## config.mk

```make
export PLATFORM = sky130hd
export DESIGN_NAME = rv32i_multicycle_ctrl
export DESIGN_NICKNAME = d
export VERILOG_FILES = /design/src/rtl/rv32i_multicycle_ctrl.sv
export SDC_FILE = /design/constraint.sdc
export NUM_CORES = 1
export LEC_CHECK = 0
export BUFFER_PORTS_ARGS = -buffer_cell sky130_fd_sc_hd__buf_2
export CORE_UTILIZATION = 30
export CTS_BUF_LIST = sky130_fd_sc_hd__clkbuf_4 sky130_fd_sc_hd__clkbuf_8
export CTS_CLUSTER_SIZE = 14
export DETAILED_ROUTE_END_ITERATION = 8
export GPL_TIMING_DRIVEN = 0
export HOLD_SLACK_MARGIN = 0.02
export PLACE_DENSITY = 0.63
export SETUP_SLACK_MARGIN = 0.2
export SYNTH_ARGS = -nofsm -noshare
export SYNTH_HDL_FRONTEND = slang
export SYNTH_SLANG_ARGS = --single-unit
```

## constraint.sdc

```tcl
create_clock -name clk -period 1.7 [get_ports clk]
set_input_delay 0.085 -clock clk [delete_from_list [all_inputs] [get_ports clk]]
set_output_delay 0.085 -clock clk [all_outputs]
set_load 0.03 [all_outputs]
```

## src/rtl/rv32i_multicycle_ctrl.sv

```systemverilog
// Multi-cycle control FSM for an RV32I core: sequences fetch/decode/execute/memory/write-back,
// handshakes with instruction and data memories and traps illegal encodings, ECALL and EBREAK.
module rv32i_multicycle_ctrl (
    input  logic        clk,
    input  logic        rst_n,
    input  logic [31:0] instr,
    input  logic        imem_ready,
    input  logic        dmem_ready,
    input  logic        br_eq,
    input  logic        br_lt,
    output logic        imem_req,
    output logic        ir_we,
    output logic        dmem_req,
    output logic        dmem_we,
    output logic [2:0]  imm_sel,
    output logic [3:0]  alu_sel,
    output logic        a_sel,
    output logic        b_sel,
    output logic        br_un,
    output logic [1:0]  wb_sel,
    output logic        pc_sel,
    output logic        pc_we,
    output logic        reg_we,
    output logic        trap,
    output logic [1:0]  trap_cause
);

    localparam logic [6:0] OPC_LOAD     = 7'b0000011;
    localparam logic [6:0] OPC_MISC_MEM = 7'b0001111;
    localparam logic [6:0] OPC_OP_IMM   = 7'b0010011;
    localparam logic [6:0] OPC_AUIPC    = 7'b0010111;
    localparam logic [6:0] OPC_STORE    = 7'b0100011;
    localparam logic [6:0] OPC_OP       = 7'b0110011;
    localparam logic [6:0] OPC_LUI      = 7'b0110111;
    localparam logic [6:0] OPC_BRANCH   = 7'b1100011;
    localparam logic [6:0] OPC_JALR     = 7'b1100111;
    localparam logic [6:0] OPC_JAL      = 7'b1101111;
    localparam logic [6:0] OPC_SYSTEM   = 7'b1110011;

    localparam logic [2:0] IMM_I   = 3'b000;
    localparam logic [2:0] IMM_S   = 3'b001;
    localparam logic [2:0] IMM_B   = 3'b010;
    localparam logic [2:0] IMM_U   = 3'b011;
    localparam logic [2:0] IMM_J   = 3'b100;
    localparam logic [2:0] IMM_ISH = 3'b110;

    localparam logic [3:0] ALU_ADD   = 4'd0;
    localparam logic [3:0] ALU_SUB   = 4'd1;
    localparam logic [3:0] ALU_SLL   = 4'd2;
    localparam logic [3:0] ALU_SLT   = 4'd3;
    localparam logic [3:0] ALU_SLTU  = 4'd4;
    localparam logic [3:0] ALU_XOR   = 4'd5;
    localparam logic [3:0] ALU_SRL   = 4'd6;
    localparam logic [3:0] ALU_SRA   = 4'd7;
    localparam logic [3:0] ALU_OR    = 4'd8;
    localparam logic [3:0] ALU_AND   = 4'd9;
    localparam logic [3:0] ALU_PASSB = 4'd10;

    localparam logic [1:0] WB_MEM = 2'b00;
    localparam logic [1:0] WB_ALU = 2'b01;
    localparam logic [1:0] WB_PC4 = 2'b10;

    localparam logic [1:0] CAUSE_NONE    = 2'b00;
    localparam logic [1:0] CAUSE_ILLEGAL = 2'b01;
    localparam logic [1:0] CAUSE_ECALL   = 2'b10;
    localparam logic [1:0] CAUSE_EBREAK  = 2'b11;

    typedef enum logic [2:0] {
        S_IDLE,
        S_FETCH,
        S_DECODE,
        S_EXEC,
        S_MEM,
        S_WB,
        S_TRAP
    } state_t;

    state_t     state_reg, state_next;
    logic [1:0] trap_cause_reg, trap_cause_next;

    logic [6:0] opcode;
    logic [2:0] funct3;
    logic [6:0] funct7;

    assign opcode = instr[6:0];
    assign funct3 = instr[14:12];
    assign funct7 = instr[31:25];

    // alt selects SUB over ADD and SRA over SRL (instr[30])
    function automatic logic [3:0] alu_from_f3(input logic [2:0] f3, input logic alt);
        logic [3:0] op;
        case (f3)
            3'b000:  op = alt ? ALU_SUB : ALU_ADD;
            3'b001:  op = ALU_SLL;
            3'b010:  op = ALU_SLT;
            3'b011:  op = ALU_SLTU;
            3'b100:  op = ALU_XOR;
            3'b101:  op = alt ? ALU_SRA : ALU_SRL;
            3'b110:  op = ALU_OR;
            default: op = ALU_AND;
        endcase
        return op;
    endfunction

    logic [1:0] dec_cause;

    always_comb begin
        dec_cause = CAUSE_NONE;
        case (opcode)
            OPC_OP: begin
                if (!(funct7 == 7'h00 ||
                      (funct7 == 7'h20 && (funct3 == 3'b000 || funct3 == 3'b101))))
                    dec_cause = CAUSE_ILLEGAL;
            end
            OPC_OP_IMM: begin
                if (funct3 == 3'b001 && funct7 != 7'h00)
                    dec_cause = CAUSE_ILLEGAL;
                else if (funct3 == 3'b101 && funct7 != 7'h00 && funct7 != 7'h20)
                    dec_cause = CAUSE_ILLEGAL;
            end
            OPC_LOAD: begin
                if (funct3 == 3'b011 || funct3 == 3'b110 || funct3 == 3'b111)
                    dec_cause = CAUSE_ILLEGAL;
            end
            OPC_STORE: begin
                if (funct3 > 3'b010)
                    dec_cause = CAUSE_ILLEGAL;
            end
            OPC_BRANCH: begin
                if (funct3 == 3'b010 || funct3 == 3'b011)
                    dec_cause = CAUSE_ILLEGAL;
            end
            OPC_LUI, OPC_AUIPC, OPC_JAL, OPC_JALR, OPC_MISC_MEM: begin
                dec_cause = CAUSE_NONE;
            end
            OPC_SYSTEM: begin
                if (instr == 32'h0000_0073)
                    dec_cause = CAUSE_ECALL;
                else if (instr == 32'h0010_0073)
                    dec_cause = CAUSE_EBREAK;
                else
                    dec_cause = CAUSE_ILLEGAL;
            end
            default: dec_cause = CAUSE_ILLEGAL;
        endcase
    end

    // Datapath selects are a pure function of instr; the FSM only gates when they are visible.
    logic [2:0] imm_d;
    logic [3:0] alu_d;
    logic       a_d, b_d;
    logic [1:0] wb_d;
    logic       is_jump, is_load, is_store, is_branch, is_fence;

    always_comb begin
        imm_d     = IMM_I;
        alu_d     = ALU_ADD;
        a_d       = 1'b0;
        b_d       = 1'b0;
        wb_d      = WB_ALU;
        is_jump   = 1'b0;
        is_load   = 1'b0;
        is_store  = 1'b0;
        is_branch = 1'b0;
        is_fence  = 1'b0;
        case (opcode)
            OPC_OP: begin
                alu_d = alu_from_f3(funct3, instr[30]);
            end
            OPC_OP_IMM: begin
                b_d   = 1'b1;
                imm_d = (funct3 == 3'b001 || funct3 == 3'b101) ? IMM_ISH : IMM_I;
                // instr[30] is immediate data for ADDI etc., so it only selects SRA
                alu_d = alu_from_f3(funct3, (funct3 == 3'b101) && instr[30]);
            end
            OPC_LOAD: begin
                b_d     = 1'b1;
                wb_d    = WB_MEM;
                is_load = 1'b1;
            end
            OPC_STORE: begin
                b_d      = 1'b1;
                imm_d    = IMM_S;
                is_store = 1'b1;
            end
            OPC_LUI: begin
                b_d   = 1'b1;
                imm_d = IMM_U;
                alu_d = ALU_PASSB;
            end
            OPC_AUIPC: begin
                a_d   = 1'b1;
                b_d   = 1'b1;
                imm_d = IMM_U;
            end
            OPC_JAL: begin
                a_d     = 1'b1;
                b_d     = 1'b1;
                imm_d   = IMM_J;
                wb_d    = WB_PC4;
                is_jump = 1'b1;
            end
            OPC_JALR: begin
                b_d     = 1'b1;
                wb_d    = WB_PC4;
                is_jump = 1'b1;
            end
            OPC_BRANCH: begin
                a_d       = 1'b1;
                b_d       = 1'b1;
                imm_d     = IMM_B;
                is_branch = 1'b1;
            end
            OPC_MISC_MEM: begin
                is_fence = 1'b1;
            end
            default: begin
                is_fence = 1'b0;
            end
        endcase
    end

    logic taken;

    always_comb begin
        case (funct3)
            3'b000:         taken = br_eq;
            3'b001:         taken = ~br_eq;
            3'b100, 3'b110: taken = br_lt;
            3'b101, 3'b111: taken = ~br_lt;
            default:        taken = 1'b0;
        endcase
    end

    always_ff @(posedge clk or negedge rst_n) begin
        if (!rst_n) begin
            state_reg      <= S_IDLE;
            trap_cause_reg <= CAUSE_NONE;
        end else begin
            state_reg      <= state_next;
            trap_cause_reg <= trap_cause_next;
        end
    end

    assign trap_cause = trap_cause_reg;

    always_comb begin
        state_next      = state_reg;
        trap_cause_next = trap_cause_reg;
        imem_req        = 1'b0;
        ir_we           = 1'b0;
        dmem_req        = 1'b0;
        dmem_we         = 1'b0;
        imm_sel         = 3'b000;
        alu_sel         = 4'd0;
        a_sel           = 1'b0;
        b_sel           = 1'b0;
        br_un           = 1'b0;
        wb_sel          = 2'b00;
        pc_sel          = 1'b0;
        pc_we           = 1'b0;
        reg_we          = 1'b0;
        trap            = 1'b0;

        if (state_reg == S_EXEC || state_reg == S_MEM || state_reg == S_WB) begin
            imm_sel = imm_d;
            alu_sel = alu_d;
            a_sel   = a_d;
            b_sel   = b_d;
            wb_sel  = wb_d;
            br_un   = is_branch & instr[13];
        end

        case (state_reg)
            S_IDLE: begin
                state_next = S_FETCH;
            end
            S_FETCH: begin
                imem_req = 1'b1;
                if (imem_ready) begin
                    ir_we      = 1'b1;
                    state_next = S_DECODE;
                end
            end
            S_DECODE: begin
                if (dec_cause != CAUSE_NONE) begin
                    trap_cause_next = dec_cause;
                    state_next      = S_TRAP;
                end else begin
                    state_next = S_EXEC;
                end
            end
            S_EXEC: begin
                if (is_branch) begin
                    pc_we      = 1'b1;
                    pc_sel     = taken;
                    state_next = S_FETCH;
                end else if (is_fence) begin
                    pc_we      = 1'b1;
                    state_next = S_FETCH;
                end else if (is_load || is_store) begin
                    state_next = S_MEM;
                end else begin
                    state_next = S_WB;
                end
            end
            S_MEM: begin
                dmem_req = 1'b1;
                dmem_we  = is_store;
                if (dmem_ready) begin
                    if (is_store) begin
                        pc_we      = 1'b1;
                        state_next = S_FETCH;
                    end else begin
                        state_next = S_WB;
                    end
                end
            end
            S_WB: begin
                reg_we     = 1'b1;
                pc_we      = 1'b1;
                pc_sel     = is_jump;
                state_next = S_FETCH;
            end
            S_TRAP: begin
                trap = 1'b1;
            end
            default: begin
                state_next = S_IDLE;
            end
        endcase
    end

endmodule

```

==> results of run 1 <==
[cell usage in the layout (no fill, tap or decap), types with 3 or more instances in the layout]
master and n:
a21oi_1 3, a31oi_1 3, buf_2 42, buf_4 19, buf_6 11, clkbuf_4 7, dfrtp_1 3, inv_1 3
nand2_1 12, nand2_2 6, nand2_4 4, nand3_2 3, nor2_1 7, nor2_2 4, nor2b_1 3, nor3_1 3
nor3_2 4, nor3_4 4, nor4_4 3, o21ai_1 5, or4_4 3
[power by group]
part | switching, mW | internal, mW | leakage, nW
combinational | 0.663 | 0.587 | 0.748
sequential | 0.0368 | 0.154 | 0.0571
clock | 0.0558 | 0.105 | 0.0184
total | 0.755 | 0.846 | 0.823
[kinds of logic (layout without fill, tap and decap cells)]
group | after synthesis | count (layout)
AOI/OAI and AO/OA | 37 | 37
xor gates and xnor gates | 3 | 3
buffers and inverters | 14 | 89
DFF | 5 | 5
muxes | 2 | 2
and+or+nand+nor | 83 | 83
[final timing paths]
path | startpoint | endpoint | slack (ns) | cells after the start
min in group clk | dmem_ready | state_reg[2] | 0.20 | 3
worst min register to register | trap_cause[1] | trap_cause[1] | 0.48 | 1
worst max register to register | state_reg[2] | state_reg[0] | 0.08 | 6
max in group asynchronous | rst_n | state_reg[2] | 1.36 | 2
worst min-delay path | rst_n | trap_cause[1] | 0.19 | 2
worst max-delay path | state_reg[2] | pc_we | 0.07 | 5
[synth_stat cells (2+ instances only)]
library cell / count / area (sq um)
o21ai_0: 2 / 10.0
nor3_1: 11 / 55.1
o22ai_1: 2 / 12.5
xor2_1: 2 / 17.5
nor4_2: 2 / 25.0
o21ai_1: 7 / 35.0
nand2_2: 2 / 12.5
or4_4: 2 / 22.5
and2_1: 4 / 25.0
a21o_1: 2 / 15.0
nand2b_1: 3 / 18.8
nand2_1: 19 / 71.3
nor2b_1: 4 / 25.0
a31oi_1: 3 / 18.8
nand3_1: 6 / 30.0
a211oi_1: 2 / 15.0
nor3b_1: 2 / 15.0
inv_1: 4 / 15.0
and3_1: 2 / 12.5
dfrtp_1: 5 / 125
nand4b_1: 2 / 17.5
a21oi_1: 7 / 35.0
nor4_1: 3 / 18.8
nor2_1: 11 / 41.3
clkbuf_1: 7 / 26.3
[final cells by class]
cell class                      count  area, sq um  share of cell area, %
Buffer                              9         68.8                   3.71
Sequential cell                     5          128                   6.89
Tap cell                           44         55.1                   2.97
Multi-Input combinational cell    125         1060                   57.2
Inverter                            5         26.3                   1.42
Clock buffer                        4         30.0                   1.62
Timing Repair Buffer               71          485                   26.2
[metrics by stage]
step / TNS (ns) / std cells
after detailed placement: -0.830 / 244
after global placement: -0.742 / 244
after CTS: 0 / 256
after global routing: 0 / 263
after floorplan: 0 / 144
final: 0 / 263
[what timing repair did]
action	4_1_cts	5_1_grt
hold buffers	1	0
endpoints found under the setup margin	19	21
buffers inserted	7	7
pin swaps	3	8
hold endpoints to repair	5	0
gates resized for setup	49	56
[routing by layer]
layer	up-vias	share of wire [%]
met4	0	2.2
met1	645	41
li1	688	-
met2	48	51
met5	-	0
met3	8	5.2
==> flow_metrics.tcl, run 1 <==
set metrics [dict create \
    seq_area_frac_synth_pct 12.9 \
    dr_total_vias 1389 \
    antenna_left 0 \
    synth_compound_area_share_pct 25.2 \
    rsz0062_at_grt "yes" \
    finalCriticalPeriod_ns 1.63 \
    skew_ns 0.00900 \
    synth_xor_area_share_pct 2.71 \
    cts_tree "built" \
    clock_sinks 5 \
    syn_area_sq_um 968 \
    synthAdderAreaFrac_pct 0 \
    postSynthCellCount 144 \
    setup_viol 0 \
    power_mw 1.60 \
    peakVddDrop_uv 636 \
    synth_cell_type_count 53 \
    clockBufferDepth 2 \
    synth_top_family_by_area "simple AND/OR/NAND/NOR gates" \
    start_util_pct 31.7 \
    wl_per_cell_microns 13.6 \
    synth_area_per_cell_sq_um 6.73 \
    powerDensity_nw_per_um2 864 \
    p_leak_nw 0.823 \
    grt_pass1_wl_mm 5.40 \
    die_w_microns 58.8 \
    min_path_type "primary input to async pin" \
    cts_root_buf "clkbuf_4" \
    drtPass1Iterations 4 \
    clock_latency_ns 0.25 \
    finalInstanceArea_sq_um 1850 \
    globalRoute.totalOverflow 0 \
    ys_ff_latch 5 \
    yosys_warnings 0 \
    grt_use_met3_pct 3.74 \
    vias_per_cell 5.28 \
    synth_flop_cell "dfrtp_1" \
    drc 0 \
    dpl-instance-area_sq_um 1340 \
    antenna_found_initial 0 \
    use_met2_pct 33.4 \
    ys_async_sr_fraction_pct 100 \
    worst_path_max_delay_cell "dfrtp_2" \
    cp_slowest_stage_delay_ns 0.45 \
    muxShareOfSynthArea_pct 2.20 \
    pre_cts_slack_ns -0.216 \
    finalCritPeriodShare_pct 96.0 \
    htree_levels 1 \
    ios 60 \
    die_area_sq_um 3460 \
    report.final.hold_viol_count 0 \
    portBuffers 56 \
    largest_reg_flops 3 \
    crit_type "register to output port" \
    gp_congestion 0.888 \
    crit_chain "nor2b_4, nand2_2, or4_4, o21ai_2, buf_6" \
    slew_headroom_pct 72.6 \
    grt.busiest_layer "met2" \
    crit_path_end_kind "output port" \
    slew_viol_final 0 \
    max_cap_viol_count 0 \
    required_ns 1.62 \
    grt_max_degree 11 \
    layout-drive-gt1-share_pct 64.8 \
    cp_max_fo 4 \
    crit_buf_inv 1 \
    first_iter_violations 53 \
    area_growth_syn_to_layout_pct 91.3 \
    start_kind "register" \
    tightestPinTransition_ns 0.407 \
    nFillCells 298 \
    rows 20 \
    met1_usage_pct 25.6 \
    grt_util_all_layers_pct 19.6 \
    nets 258 \
    synth_edf_count 0 \
    timing.hold.ws_ns 0.186 \
    cts_buffers 3 \
    dp_hpwl_mm 2.35 \
    crit_arrival_ns 1.55 \
    outcome "finished clean" \
    totalWireLength_mm 3.59 \
    grt_pass1_vias 1263 \
    core_sq_um 3050 \
    final_core_util_pct 60.7 \
    setup_ws_ns 0.0685 \
    die_y_microns 58.8 \
    clkSlewWorstSetupHoldPaths_ns 0.05 \
    maxClockFrequency_mhz 613 \
    synthSimpleGateAreaFrac_pct 50.4 \
    cp_top_family "simple AND/OR/NAND/NOR gates" \
    synth.net_count 182 \
    antenna_cells 0 \
]
(Power assumes the default switching activity.)
==> run 2, diff against run 1 <==
- CTS_CLUSTER_DIAMETER: unset -> 50
- MAX_ROUTING_LAYER: unset -> met4
==> flow_metrics.tcl, run 2 (same netlist as run 1, synthesis figures left out) <==
set metrics [dict create \
    outcome "finished clean" \
    portBuffers 56 \
    grt_util_all_layers_pct 20.3 \
    start_util_pct 31.7 \
    cp_max_fo 4 \
    largest_reg_flops 3 \
    cts_root_buf "clkbuf_4" \
    area_growth_syn_to_layout_pct 91.3 \
    required_ns 1.62 \
    skew_ns 0.00902 \
    cts_buffers 3 \
    drc 0 \
    wl_per_cell_microns 13.7 \
    clkSlewWorstSetupHoldPaths_ns 0.05 \
    nFillCells 298 \
    register_area_sq_um 128 \
    die_area_sq_um 3460 \
    peakVddDrop_uv 636 \
    rows 20 \
    cp_slowest_stage_delay_ns 0.45 \
    dr_total_vias 1405 \
    crit_type "register to output port" \
    crit_arrival_ns 1.55 \
    die_y_microns 58.8 \
    clock_latency_ns 0.25 \
    totalWireLength_mm 3.60 \
    switching_power_uw 758 \
    tightestPinTransition_ns 0.407 \
    slew_headroom_pct 72.6 \
    switching_share_pct 47.3 \
    core_sq_um 3050 \
    grt_pass1_vias 1261 \
    globalRoute.totalOverflow 0 \
    crit_path_end_kind "output port" \
    finalSetupTns_ns 0 \
    crit_chain "nor2b_4, nand2_2, or4_4, o21ai_2, buf_6" \
    nets 258 \
    htree_levels 1 \
    dpl-instance-area_sq_um 1340 \
    setup_ws_ns 0.0634 \
    antenna_cells 0 \
    pwr-share-seq_pct 11.9 \
    cts_tree "built" \
    worst_path_max_delay_cell "dfrtp_2" \
    pwr-share-clk_pct 10.0 \
    gp_congestion 0.902 \
    max_cap_viol_count 0 \
    first_iter_violations 51 \
    pre_cts_slack_ns -0.216 \
    slew_viol_final 0 \
    rsz0062_at_grt "yes" \
    combPwrFrac_pct 78.1 \
    multi_input_area_sq_um 1060 \
    power_mw 1.60 \
    die_w_microns 58.8 \
    clock_sinks 5 \
    clockBufferDepth 2 \
    final_common_cell "buf_2" \
    antenna_left 0 \
    layout-drive-gt1-share_pct 64.8 \
    p_leak_nw 0.823 \
    internal_power_uw 846 \
    cp_top_family "simple AND/OR/NAND/NOR gates" \
    drtPass1Iterations 5 \
    maxClockFrequency_mhz 611 \
    dp_hpwl_mm 2.35 \
    antenna_found_initial 0 \
    powerDensity_nw_per_um2 865 \
    start_kind "register" \
    vias_per_cell 5.34 \
    ios 60 \
    crit_buf_inv 1 \
    grt_max_degree 11 \
    min_path_type "primary input to async pin" \
    finalCritPeriodShare_pct 96.3 \
    layout_common_cells "42 x buf_2, 19 x buf_4, 12 x nand2_1" \
    finalInstanceArea_sq_um 1850 \
    grt_pass1_wl_mm 5.41 \
    finalCriticalPeriod_ns 1.64 \
    setup_viol 0 \
    report.final.hold_viol_count 0 \
]
[run 2: cell counts in the layout (fill, tap and decap cells not counted)]
Identical to the previous run, type by type.
[run 2: worst reg2reg max path: stages (launching register included)]
cell and delay [ns]:
dfrtp_2 0.45, buf_12 0.14, nor3_4 0.19, nand2_2 0.08, nor4_4 0.32, nor2b_1 0.09, a32o_1 0.24
[run 2: per-stage QoR]
step / hold WS [ns] / utilization (%) / cells
6_report: 0.186 / 60.7 / 263
3_5_place_dp: -0.0966 / 43.8 / 244
4_1_cts: 0.169 / 51.9 / 256
3_3_place_gp: -0.0958 / 43.8 / 244
5_1_grt: 0.194 / 60.7 / 263
2_1_floorplan: -0.211 / - / 144
[run 2: metal layers]
layer	vias to the layer above	global-route usage (%)	wire length, microns	part of all wire (%)
met4	0	4.08	82	2.3
met2	58	33.8	1850	51
met1	651	25.8	1460	40
li1	686	-	-	-
met3	10	3.52	209	5.8
met5	-	-	0	0
[run 2: area by class of cell]
type                       count  area share, %
buffer                         9           3.71
sequential                     5           6.89
multi-input combinational    125           57.2
inverter                       5           1.42
clock buffer                   4           1.62
timing repair buffer          71           26.2
tap                           44           2.97
[run 2: repair_timing]
| action | 4_1_cts | 5_1_grt |
|---|---|---|
| buffers inserted | 7 | 7 |
| hold buffers | 1 | 0 |
| endpoints found under the setup margin | 19 | 21 |
| endpoints found under the hold margin | 5 | 0 |
| resized for setup | 49 | 56 |
| pin swaps | 3 | 8 |
[run 2: path summary, 6_finish.rpt]
path | startpoint | endpoint | slack (ns) | depth (start not counted)
max | state_reg[2] | pc_we | 0.06 | 5
min | rst_n | trap_cause[1] | 0.19 | 2
max reg2reg | state_reg[2] | state_reg[0] | 0.08 | 6
min reg2reg | trap_cause[1] | trap_cause[1] | 0.48 | 1
max in group asynchronous | rst_n | state_reg[2] | 1.36 | 2
min in group clk | dmem_ready | state_reg[2] | 0.20 | 3
[run 2: power by group through the flow]
stage / logic, mW / registers [mW] / clock network [mW]
6_report: 1.25 / 0.190 / 0.161
5_1_grt: 1.32 / 0.193 / 0.170
2_1_floorplan: 0.499 / 0.179 / 0
4_1_cts: 0.898 / 0.187 / 0.164
3_5_place_dp: 0.678 / 0.190 / 0
3_3_place_gp: 0.680 / 0.190 / 0
==> run 3, diff against run 2 <==
- ABC_AREA: unset -> 1
- CORE_UTILIZATION: 30 -> 46
- PLACE_DENSITY: 0.63 -> 0.85
==> flow_metrics.tcl, run 3 <==
set metrics [dict create \
    outcome "finished with violations" \
    violations "negative setup slack" \
    slew_viol_final 0 \
    cp_max_fo 7 \
    htree_levels 1 \
    synthTopCellsByArea "nand2_1 25%, nor2_1 16%, inv_1 15%" \
    dp_hpwl_mm 2.47 \
    first_iter_violations 63 \
    yosys_warnings 0 \
    synth_edf_count 0 \
    synthSimpleGateAreaFrac_pct 59.3 \
    finalCritPeriodShare_pct 102 \
    ios 60 \
    maxClockFrequency_mhz 574 \
    grt_pass1_vias 1386 \
    antenna_cells 0 \
    clock_sinks 5 \
    globalRoute.totalOverflow 0 \
    powerDensity_nw_per_um2 872 \
    dr_wl_met3_microns 367 \
    drtPass1Iterations 5 \
    clockBufferDepth 2 \
    power_mw 1.56 \
    synth_top_cell_by_area "nand2_1" \
    nets 341 \
    grt_util_all_layers_pct 27.3 \
    peakVddDrop_uv 1020 \
    dr_total_vias 1730 \
    p_leak_nw 1.01 \
    wl_met1_mm 1.55 \
    crit_path_end_kind "output port" \
    finalSetupTns_ns -0.117 \
    portBuffers 58 \
    setup_viol 5 \
    place_inst 314 \
    die_w_microns 51.1 \
    final_common_cell "nand2_1" \
    crit_arrival_ns 1.66 \
    syn_area_sq_um 1110 \
    tightestPinTransition_ns 0.477 \
    pre_cts_slack_ns -0.0473 \
    gp_congestion 0.914 \
    largest_reg_flops 3 \
    top_layer "met4" \
    muxShareOfSynthArea_pct 0 \
    core_sq_um 2250 \
    setup_ws_ns -0.0417 \
    final_cells 330 \
    antenna_found_initial 0 \
    synth_compound_area_share_pct 12.4 \
    ys_ff_latch 5 \
    vias_per_cell 5.24 \
    seq_area_frac_synth_pct 11.3 \
    wl_met2_mm 1.98 \
    postSynthCellCount 228 \
    min_path_type "primary input to register" \
    synth_xor_area_share_pct 0 \
    die_y_microns 51.1 \
    yosys.area.top_type_share_pct 25.0 \
    layout_common_cells "71 x nand2_1, 43 x nor2_1, 42 x buf_2" \
    ys_top_cells_by_count "74 x nand2_1, 46 x nor2_1, 45 x inv_1" \
    synth_cell_type_count 25 \
    ys_async_sr_fraction_pct 100 \
    area_growth_syn_to_layout_pct 60.8 \
    totalWireLength_mm 3.99 \
    skew_ns 0.0106 \
    die_area_sq_um 2620 \
    synth.net_count 266 \
    start_kind "register" \
    cts_buffers 3 \
    crit_type "register to output port" \
    required_ns 1.62 \
    clkSlewWorstSetupHoldPaths_ns 0.05 \
    cts_root_buf "clkbuf_4" \
    antenna_left 0 \
    drc 0 \
    slew_headroom_pct 67.7 \
    synth.most_common_cell "nand2_1" \
    synthAdderAreaFrac_pct 0 \
    finalCriticalPeriod_ns 1.74 \
    nFillCells 174 \
    cts_tree "built" \
    rows 17 \
    grt_pass1_wl_mm 5.40 \
    report.final.hold_viol_count 0 \
    reg2reg_setup_slack_ns 0.12 \
    clock_latency_ns 0.26 \
    synth_area_per_cell_sq_um 4.87 \
    layout-drive-gt1-share_pct 37.1 \
    start_util_pct 49.3 \
    rsz0062_at_grt "yes" \
    wl_per_cell_microns 12.1 \
    synth_flop_cell "dfrtp_1" \
    grt_max_degree 11 \
    synth_top_family_by_area "simple AND/OR/NAND/NOR gates" \
    timing.hold.ws_ns 0.104 \
    max_cap_viol_count 0 \
]
[run 3: final cells by class]
| class | count | area [sq um] | share of cell area (%) |
|---|---|---|---|
| multi-input combinational | 174 | 933 | 52.2 |
| clock buffer | 4 | 30.0 | 1.68 |
| inverter | 47 | 176 | 9.87 |
| buffer | 2 | 12.5 | 0.700 |
| tap | 28 | 35.0 | 1.96 |
| sequential | 5 | 126 | 7.07 |
| timing repair buffer | 70 | 473 | 26.5 |
[run 3: per-layer routing]
layer	up-vias	global-route usage, %
li1	855	-
met1	756	31.2
met2	105	48.9
met3	14	4.17
met4	0	7.41
met5	-	-
[run 3: critical path, cell delays in order (launching register included)]
cell	delay, ns
dfrtp_1	0.41
inv_2	0.10
nand2_4	0.06
nor2_4	0.13
a21oi_4	0.05
buf_4	0.14
buf_12	0.14
a211oi_2	0.16
buf_4	0.20
[run 3: path summary, 6_finish.rpt]
check,from,to,depth (start not counted)
max in group asynchronous,rst_n,state_reg[0],2
setup / recovery,state_reg[2],wb_sel[0],8
min in group asynchronous,rst_n,trap_cause[1],2
hold reg to reg,trap_cause[1],trap_cause[1],2
setup reg to reg,state_reg[2],state_reg[1],9
hold / removal,imem_ready,state_reg[0],4
[run 3: power breakdown]
| part | internal, mW | leakage, nW | switching (mW) |
|---|---|---|---|
| Combinational | 0.474 | 0.935 | 0.715 |
| Sequential | 0.159 | 0.0591 | 0.0446 |
| Clock | 0.105 | 0.0184 | 0.0590 |
| Total | 0.739 | 1.01 | 0.819 |
[run 3: cells by family (layout without fill, tap and decap cells)]
kind of cell,after synthesis,in the layout
AO/OA/AOI/OAI,21,21
AND/OR/NAND/NOR,153,153
buffers and inverters,49,123
flip-flops,5,5
[run 3: per-stage QoR]
stage | util, % | cell area [sq um]
after floorplan | - | 1160
after global placement | 65.8 | 1480
after detailed placement | 65.8 | 1480
after CTS | 73.1 | 1650
after global routing | 79.2 | 1790
final | 79.2 | 1790
[run 3: repair_timing]
action | CTS | global route
hold buffers | 1 | 0
resized for setup | 29 | 30
pin swaps | 3 | 5
setup endpoints to repair | 15 | 19
setup buffers | 6 | 5
endpoints found under the hold margin | 5 | 0
